**src/rtl/fpu_arbiter.sv**
```systemverilog
// Round-robin arbiter/sequencer sharing one FPU between NUM_REQ requesters.
// Optional WAIT watchdog enabled by defining FPU_ARB_TIMEOUT_EN.
//
// state   | meaning
// S_IDLE    | no command in flight; grant the round-robin winner if FPU not busy
// S_WAIT    | fpu_start held high until fpu_cmd_end (or watchdog expiry)
// S_CAPTURE | latch fpu_result into resp_data
// S_RESP    | resp_valid to the granted requester until its resp_ready
module fpu_arbiter #(
  parameter int NUM_REQ        = 4,
  parameter int OP_W           = 4,
  parameter int TIMEOUT_CYCLES = 1024
) (
  input  logic                    clk,
  input  logic                    arst_n,
  input  logic [NUM_REQ-1:0]      req_valid,
  output logic [NUM_REQ-1:0]      req_ready,
  input  logic [NUM_REQ*32-1:0]   req_a,
  input  logic [NUM_REQ*32-1:0]   req_b,
  input  logic [NUM_REQ*OP_W-1:0] req_op,
  output logic [NUM_REQ-1:0]      resp_valid,
  input  logic [NUM_REQ-1:0]      resp_ready,
  output logic [31:0]             resp_data,
  output logic                    resp_err,
  output logic                    fpu_start,
  output logic [31:0]             fpu_a,
  output logic [31:0]             fpu_b,
  output logic [OP_W-1:0]         fpu_op,
  input  logic [31:0]             fpu_result,
  input  logic                    fpu_cmd_end,
  input  logic                    fpu_busy,
  output logic                    arb_busy
);

  localparam int IDX_W = (NUM_REQ > 1) ? $clog2(NUM_REQ) : 1;

  typedef enum logic [1:0] {S_IDLE, S_WAIT, S_CAPTURE, S_RESP} e_state;

  e_state               r_state;
  logic [IDX_W-1:0]     r_rr_ptr;
  logic [IDX_W-1:0]     r_grant_id;
  logic [NUM_REQ-1:0]   r_resp_valid;
  logic [31:0]          r_resp_data;
  logic                 r_fpu_start;
  logic [31:0]          r_fpu_a;
  logic [31:0]          r_fpu_b;
  logic [OP_W-1:0]      r_fpu_op;

  logic [IDX_W-1:0]     w_grant_idx;
  logic                 w_grant_found;
  logic                 w_grant;
  logic [NUM_REQ-1:0]   w_grant_oh;
  logic [NUM_REQ-1:0]   w_owner_oh;
  logic [IDX_W-1:0]     w_next_ptr;

  function automatic logic [IDX_W-1:0] f_idx(input logic [IDX_W-1:0] base, input int off);
    int s;
    s = int'(base) + off;
    if (s >= NUM_REQ) s = s - NUM_REQ;
    return IDX_W'(s);
  endfunction

  // Walk offsets from farthest to nearest so the nearest valid requester wins.
  always_comb begin
    w_grant_found = 1'b0;
    w_grant_idx   = '0;
    for (int k = NUM_REQ - 1; k >= 0; k--) begin
      if (req_valid[f_idx(r_rr_ptr, k)]) begin
        w_grant_found = 1'b1;
        w_grant_idx   = f_idx(r_rr_ptr, k);
      end
    end
  end

  assign w_grant    = (r_state == S_IDLE) && !fpu_busy && w_grant_found;
  assign w_grant_oh = w_grant ? ({{(NUM_REQ-1){1'b0}}, 1'b1} << w_grant_idx) : '0;
  assign w_owner_oh = {{(NUM_REQ-1){1'b0}}, 1'b1} << r_grant_id;
  assign w_next_ptr = (r_grant_id == IDX_W'(NUM_REQ - 1)) ? '0 : r_grant_id + 1'b1;

`ifdef FPU_ARB_TIMEOUT_EN
  localparam int CNT_W = $clog2(TIMEOUT_CYCLES + 1);
  logic [CNT_W-1:0] r_wait_cnt;
  logic             r_resp_err;
  assign resp_err = r_resp_err;
`else
  assign resp_err = 1'b0;
`endif

  always_ff @(posedge clk or negedge arst_n) begin
    if (!arst_n) begin
      r_state      <= S_IDLE;
      r_rr_ptr     <= '0;
      r_grant_id   <= '0;
      r_resp_valid <= '0;
      r_resp_data  <= '0;
      r_fpu_start  <= 1'b0;
      r_fpu_a      <= '0;
      r_fpu_b      <= '0;
      r_fpu_op     <= '0;
`ifdef FPU_ARB_TIMEOUT_EN
      r_wait_cnt   <= '0;
      r_resp_err   <= 1'b0;
`endif
    end else begin
      case (r_state)
        S_IDLE: begin
          if (w_grant) begin
            r_grant_id  <= w_grant_idx;
            r_fpu_a     <= req_a[w_grant_idx*32 +: 32];
            r_fpu_b     <= req_b[w_grant_idx*32 +: 32];
            r_fpu_op    <= req_op[w_grant_idx*OP_W +: OP_W];
            r_fpu_start <= 1'b1;
`ifdef FPU_ARB_TIMEOUT_EN
            r_wait_cnt  <= CNT_W'(TIMEOUT_CYCLES - 1);
`endif
            r_state     <= S_WAIT;
          end
        end
        S_WAIT: begin
          if (fpu_cmd_end) begin
            r_fpu_start <= 1'b0;
            r_state     <= S_CAPTURE;
          end
`ifdef FPU_ARB_TIMEOUT_EN
          // Watchdog expiry answers with a quiet NaN and the error flag.
          else if (r_wait_cnt == '0) begin
            r_fpu_start  <= 1'b0;
            r_resp_data  <= 32'h7FC0_0000;
            r_resp_err   <= 1'b1;
            r_resp_valid <= w_owner_oh;
            r_state      <= S_RESP;
          end else begin
            r_wait_cnt <= r_wait_cnt - 1'b1;
          end
`endif
        end
        S_CAPTURE: begin
          r_resp_data  <= fpu_result;
`ifdef FPU_ARB_TIMEOUT_EN
          r_resp_err   <= 1'b0;
`endif
          r_resp_valid <= w_owner_oh;
          r_state      <= S_RESP;
        end
        S_RESP: begin
          if (resp_ready[r_grant_id]) begin
            r_resp_valid <= '0;
            r_rr_ptr     <= w_next_ptr;
            r_state      <= S_IDLE;
          end
        end
        default: r_state <= S_IDLE;
      endcase
    end
  end

  assign req_ready  = w_grant_oh;
  assign resp_valid = r_resp_valid;
  assign resp_data  = r_resp_data;
  assign fpu_start  = r_fpu_start;
  assign fpu_a      = r_fpu_a;
  assign fpu_b      = r_fpu_b;
  assign fpu_op     = r_fpu_op;
  assign arb_busy   = (r_state != S_IDLE);

endmodule

```
**config.mk**
```make
export PLATFORM = sky130hd
export DESIGN_NAME = fpu_arbiter
export DESIGN_NICKNAME = d
export VERILOG_FILES = /design/src/rtl/fpu_arbiter.sv
export SDC_FILE = /design/constraint.sdc
export NUM_CORES = 1
export LEC_CHECK = 0
export CAP_MARGIN = 20
export CORE_AREA = 2 2 165 167
export DETAILED_ROUTE_END_ITERATION = 8
export DIE_AREA = 0 0 167 169
export MAX_ROUTING_LAYER = met4
export PLACE_DENSITY_LB_ADDON = 0.08
export SLEW_MARGIN = 20
export SYNTH_ARGS = -nofsm -noshare
export SYNTH_HDL_FRONTEND = slang
export SYNTH_SLANG_ARGS = --single-unit
```
**constraint.sdc**
```tcl
create_clock -name clk -period 3.8 [get_ports clk]
set_input_delay 0.57 -clock clk [delete_from_list [all_inputs] [get_ports clk]]
set_output_delay 0.57 -clock clk [all_outputs]
set_load 0.05 [all_outputs]
```
==> results of run 1 <==
-- final cells by class --
type / count / area [um2] / share of cell area, %
repair buffers: 444 / 4460 / 37.4
multi-input cells: 473 / 3800 / 31.9
flip-flops and latches: 111 / 2780 / 23.3
well taps: 341 / 427 / 3.58
clock buffers: 9 / 225 / 1.89
inverters: 35 / 131 / 1.10
clock inverters: 7 / 87.6 / 0.735
diodes: 3 / 7.51 / 0.0630
-- placed cells by master, fill, tap and decap left out, types with 27 or more instances in the layout --
master / n
mux2_2: 37
clkdlybuf4s50_1: 420
nor2_1: 47
o22ai_1: 47
inv_1: 34
o2111a_1: 27
mux2i_1: 47
dfrtp_1: 111
o21ai_0: 66
a221oi_1: 42
-- stage by stage --
| stage | setup slack (ns) | util, % | cell area, um2 | hold slack, ns | std cells |
|---|---|---|---|---|---|
| global placement | 0.761 | 43.7 | 11600 | 0.458 | 1404 |
| global route | 0.681 | 44.9 | 11900 | 0.0458 | 1423 |
| floorplan | 0.976 | - | 7080 | 0.274 | 685 |
| detailed placement | 0.719 | 43.7 | 11600 | 0.461 | 1404 |
| finish | 0.811 | 44.9 | 11900 | 0.0525 | 1423 |
| CTS | 0.815 | 44.9 | 11900 | 0.0527 | 1420 |
-- worst reg2reg max path: cells and delay by family, from the launching register on --
family / cells / cell delay, ns
compound gates: 3 / 0.61
buf+inv: 2 / 0.92
simple gates: 1 / 0.23
flops: 1 / 0.43
-- power by group --
group	leakage, nW	internal (W)	switching (W)	total (W)
clock	0.148	0.000476	0.000553	0.00103
sequential	1.19	0.00170	0.000335	0.00203
combinational	3.28	0.00227	0.00350	0.00577
-- how the worst max path moves through the flow --
stage                    to  depth (start not counted)          from
2_1_floorplan  req_ready[1]                          7  req_valid[1]
3_3_place_gp      fpu_a[17]                          7  req_valid[3]
3_5_place_dp      fpu_a[17]                          7  req_valid[3]
4_1_cts        req_ready[2]                          6  req_valid[3]
5_1_grt        req_ready[2]                          6  req_valid[3]
6_report       req_ready[2]                          6  req_valid[3]
-- synthesized netlist by cell type, types with 26 or more instances --
cell type	n
inv_1	34
nand2b_1	26
a31o_1	26
clkbuf_1	30
o21ai_0	66
mux2_2	37
nor2_1	47
o2111a_1	27
o22ai_1	47
o21a_1	27
a221oi_1	42
dfrtp_1	111
mux2i_1	47
-- state kept, by name, indices dropped and copies added (netlist names), 2 cells and up --
name        flops
fpu_b          32
r_state         2
fpu_a          32
fpu_op          4
resp_data      32
r_grant_id      2
r_rr_ptr        2
resp_valid      4
-- layer usage --
| layer | up-vias | track usage [%] | part of all wire (%) |
|---|---|---|---|
| li1 | 3371 | - | - |
| met1 | 3416 | 25.0 | 41 |
| met2 | 258 | 34.5 | 50 |
| met3 | 37 | 5.28 | 6.5 |
| met4 | 0 | 6.67 | 2.5 |
| met5 | - | - | 0 |
-- cell families after synthesis --
logic type	count (synthesis)	synth area share [%]
AOI/OAI and AO/OA	256	26.5
DFF	111	39.2
muxes	108	17.7
buffers and inverters	101	7.80
and+or+nand+nor	99	7.12
adders and majority gates	9	1.59
other	1	0.0530
==> flow_summary.toml, run 1 <==
[hold_path]
worstHoldPathType = "in -> async"

[floorplan]
start_util_pct = 26.7
ios = 427
fp.dieArea_mm2 = 0.0282
coreArea_mm2 = 0.0265
die_h_um = 169
die_w_um = 167
rows = 60

[logic_synthesis]
syn_area_per_cell_um2 = 10.3
synthArstFlopShare_pct = 100
ys.flop_type = "dfrtp_1"
syn_nets = 1010
synth-seq-area-share_pct = 39.2
synth-edff-count = 0
syn_area_mm2 = 0.00708
synth_top_area_share_pct = 39.2
ys_ff_latch = 111
synth.distinct_cells = 45
synth_top_area_cell = "dfrtp_1"
yosys_warnings = 0
synth_area_leaders = "dfrtp_1, mux2i_1, mux2_2, a221oi_1, mux2_4"
synthCells = 685

[routing]
drt_iter0_drc = 346
firstDrtPassIters = 4
wl_per_cell_um = 21.0
drtAntennaViolNets = 0
via_count = 7082
drc = 0
wl_um = 29900
vias_per_cell = 4.98

[final_layout]
drive_above_1_share_pct = 10.7
num-nets-final = 1399
fill_cells = 2593
syn2layout_area_growth_pct = 68.3

[clock_tree]
holdBufCountCts = 0
cts_tree = "done"
cts_root_buffer = "clkbuf_16"
post_cts_buffers = 0
cts_sinks = 111
cts_max_level = 3
clkLatencyLatePin_ns = 0.37
cts_made_buffers = 9
clockBufferDepth = 2
cts_resized = 0
clk_pin_slew_ns = 0.09

[setup_path]
cpPeakStageDelay_ns = 0.85
reg2regPathDepth = 6
arrival_ns = 2.42
end_kind = "output pin"
crit_buf_inv = 2
crit_required_ns = 3.23
rrSetupSlack_ns = 1.53
cp_top_family = "buffers and inverters"
cp_slowest_cell = "clkdlybuf4s50_1"
cp_max_fo = 12
rr_startpoint = "r_rr_ptr[0]"
cp-start-kind = "primary input"
reg2reg_to = "fpu_a[17]"
cp_cell_sequence = "clkdlybuf4s50_1 -> nor2_1 -> a21oi_1 -> o22ai_1 -> and3_1 -> buf_4"
critPathKind = "in -> out"

[power_and_ir_drop]
leakagePower_nw = 4.62
total_power_w = 0.00883
irDropWorstVdd_uv = 479
p_per_area_mw_per_mm2 = 742

[sta]
slew_headroom_pct = 33.3
fin_tns_setup_ns = 0
drv_slew = 0
layout_min_cycle_time_ns = 2.99
setup_viol = 0
final-hold-violation-count = 0
skew_ns = 0.0175
layout_worst_path_cycle_share_pct = 78.6
worst_pin_slew_ns = 1.00
fmax_mhz = 335
rsz0062_at_grt = "no"

[grt]
grt_pass1_vias = 7306
antenna_found_initial = 3
grt_pass1_wl_um = 44000
track_usage_pct = 20.9
grt_max_degree = 86
grt-ovfl-total = 0

[status]
outcome = "finished, final reports clean"

[placement]
dp.final_hpwl_um = 21700
port_buffers = 425
globalplace.congestion = 0.797

[run]
cap_violations = 0
Power figures use the tool's default switching activity.
==> run 2: changes to the inputs <==
Settings changed: CORE_AREA 2 2 165 167 to 2 2 166 168, DIE_AREA 0 0 167 169 to 0 0 168 170.
Clock period 3.8 ns to 3 ns, I/O delays scaled along.
==> run 2 against run 1 <==
Final cell count rose by 0.35%. Sequential share of layout area down 0.17 points. Worst setup slack worse by 0.53 ns. Core utilization rose by 0.066 points. Hold slack improved by 0.044 ns. Sequential power grew 28%. Non-clock buffer count increased by 7. Combinational power up 27%. Die area increased by 1.2%.
==> flow_summary.toml, run 2 (synthesis results as in run 1) <==
[sta]
skew_ns = 0.0132
final-hold-violation-count = 0
fin_tns_setup_ns = 0
drv_slew = 0
rsz0062_at_grt = "no"
fmax_mhz = 368
setup_viol = 0
slew_headroom_pct = 56.2
layout_min_cycle_time_ns = 2.71
worst_pin_slew_ns = 0.657
layout_worst_path_cycle_share_pct = 90.5

[routing]
drc = 0
drt_iter0_drc = 379
vias_per_cell = 4.95
wl_per_cell_um = 20.5
via_count = 7074
wl_um = 29300
firstDrtPassIters = 4
drtAntennaViolNets = 0

[floorplan]
start_util_pct = 26.6
die_h_um = 170
rows = 60
fp.dieArea_mm2 = 0.0286
die_w_um = 168
ios = 427
coreArea_mm2 = 0.0267

[setup_path]
crit_required_ns = 2.55
cpPeakStageDelay_ns = 0.65
end_kind = "output pin"
critPathKind = "in -> out"
cp-start-kind = "primary input"
cp_slowest_cell = "clkdlybuf4s50_1"
cp_cell_sequence = "clkdlybuf4s50_1 -> mux2i_1 -> nor2_1 -> or3_1 -> nor3_2 -> buf_4"
cp_max_fo = 8
arrival_ns = 2.26

[clock_tree]
clockBufferDepth = 2
clk_pin_slew_ns = 0.08
cts_tree = "done"
clkLatencyLatePin_ns = 0.37
cts_resized = 0
cts_made_buffers = 9
cts_root_buffer = "clkbuf_16"
cts_max_level = 3
cts_sinks = 111
post_cts_buffers = 0
holdBufCountCts = 0

[power_and_ir_drop]
leakagePower_nw = 4.67
total_power_w = 0.0113
p_per_area_mw_per_mm2 = 938
irDropWorstVdd_uv = 515

[placement]
globalplace.congestion = 0.773
port_buffers = 425
dp.final_hpwl_um = 21900

[run]
cap_violations = 0

[final_layout]
drive_above_1_share_pct = 11.2
syn2layout_area_growth_pct = 69.5
num-nets-final = 1406
final_common_cell = "clkdlybuf4s50_1"
layout_common_cells = "clkdlybuf4s50_1, dfrtp_1, o21ai_0"

[grt]
antenna_found_initial = 1
grt-ovfl-total = 0
grt_pass1_wl_um = 43900
track_usage_pct = 20.7
grt_max_degree = 60
grt_pass1_vias = 7311

[status]
outcome = "finished, final reports clean"

[hold_path]
worstHoldPathType = "in -> async"
## run 2: changes by cell type in the layout (fill, tap and decap cells not counted), sizes merged
cell / delta
clkinvlp: -1
diode: -2
bufinv: +1
buf: +7
## run 2: layout make-up
cell class | count | area, um2
Timing Repair Buffer | 451 | 4540
Tap cell | 341 | 427
Inverter | 35 | 131
Clock buffer | 9 | 225
Antenna cell | 1 | 2.50
Sequential cell | 111 | 2780
Clock inverter | 7 | 100
Fill cell | 2546 | 14700
Multi-Input combinational cell | 473 | 3800
## run 2: power by group
group,total (W),internal (W),leakage [nW],switching (W)
clock,0.00133,0.000678,0.158,0.000653
combinational,0.00733,0.00292,3.32,0.00440
sequential,0.00259,0.00215,1.19,0.000443
total,0.0113,0.00575,4.67,0.00550
## run 2: path summary, 6_finish.rpt
check	slack [ns]	startpoint	depth (start not counted)	endpoint
max in group asynchronous	2.19	arst_n	2	resp_data[16]
max	0.29	req_valid[2]	6	req_ready[1]
min in group clk	0.50	fpu_start	2	fpu_start
min reg2reg	0.50	fpu_start	2	fpu_start
max reg2reg	0.90	r_state[0]	8	fpu_a[12]
min	0.1	arst_n	1	fpu_a[28]
## run 2: worst max-delay path: cells and delay by family
family / cells / cell delay, ns
multiplexers: 1 / 0.25
AND/OR/NAND/NOR: 3 / 0.69
buffers and inverters: 2 / 0.88
## run 2: metal layers
metal  GRT usage [%]  part of all wire (%)  vias to the layer above
met3            5.70                   7.1                       22
met4            4.80                   1.4                        0
li1                -                     -                     3377
met5               -                     0                        -
met1            24.6                    41                     3426
met2            35.0                    51                      249
## run 2: metrics by stage
| stage | instance area (um2) | hold WS, ns | std cells | util (%) | worst slack, ns |
|---|---|---|---|---|---|
| 3_3_place_gp | 11700 | 0.469 | 1411 | 43.8 | 0.291 |
| 2_1_floorplan | 7080 | 0.154 | 685 | - | 0.416 |
| 4_1_cts | 12000 | 0.107 | 1427 | 45.0 | 0.291 |
| 5_1_grt | 12000 | 0.132 | 1428 | 45.0 | 0.205 |
| 3_5_place_dp | 11700 | 0.489 | 1411 | 43.8 | 0.256 |
| 6_report | 12000 | 0.0961 | 1428 | 45.0 | 0.286 |
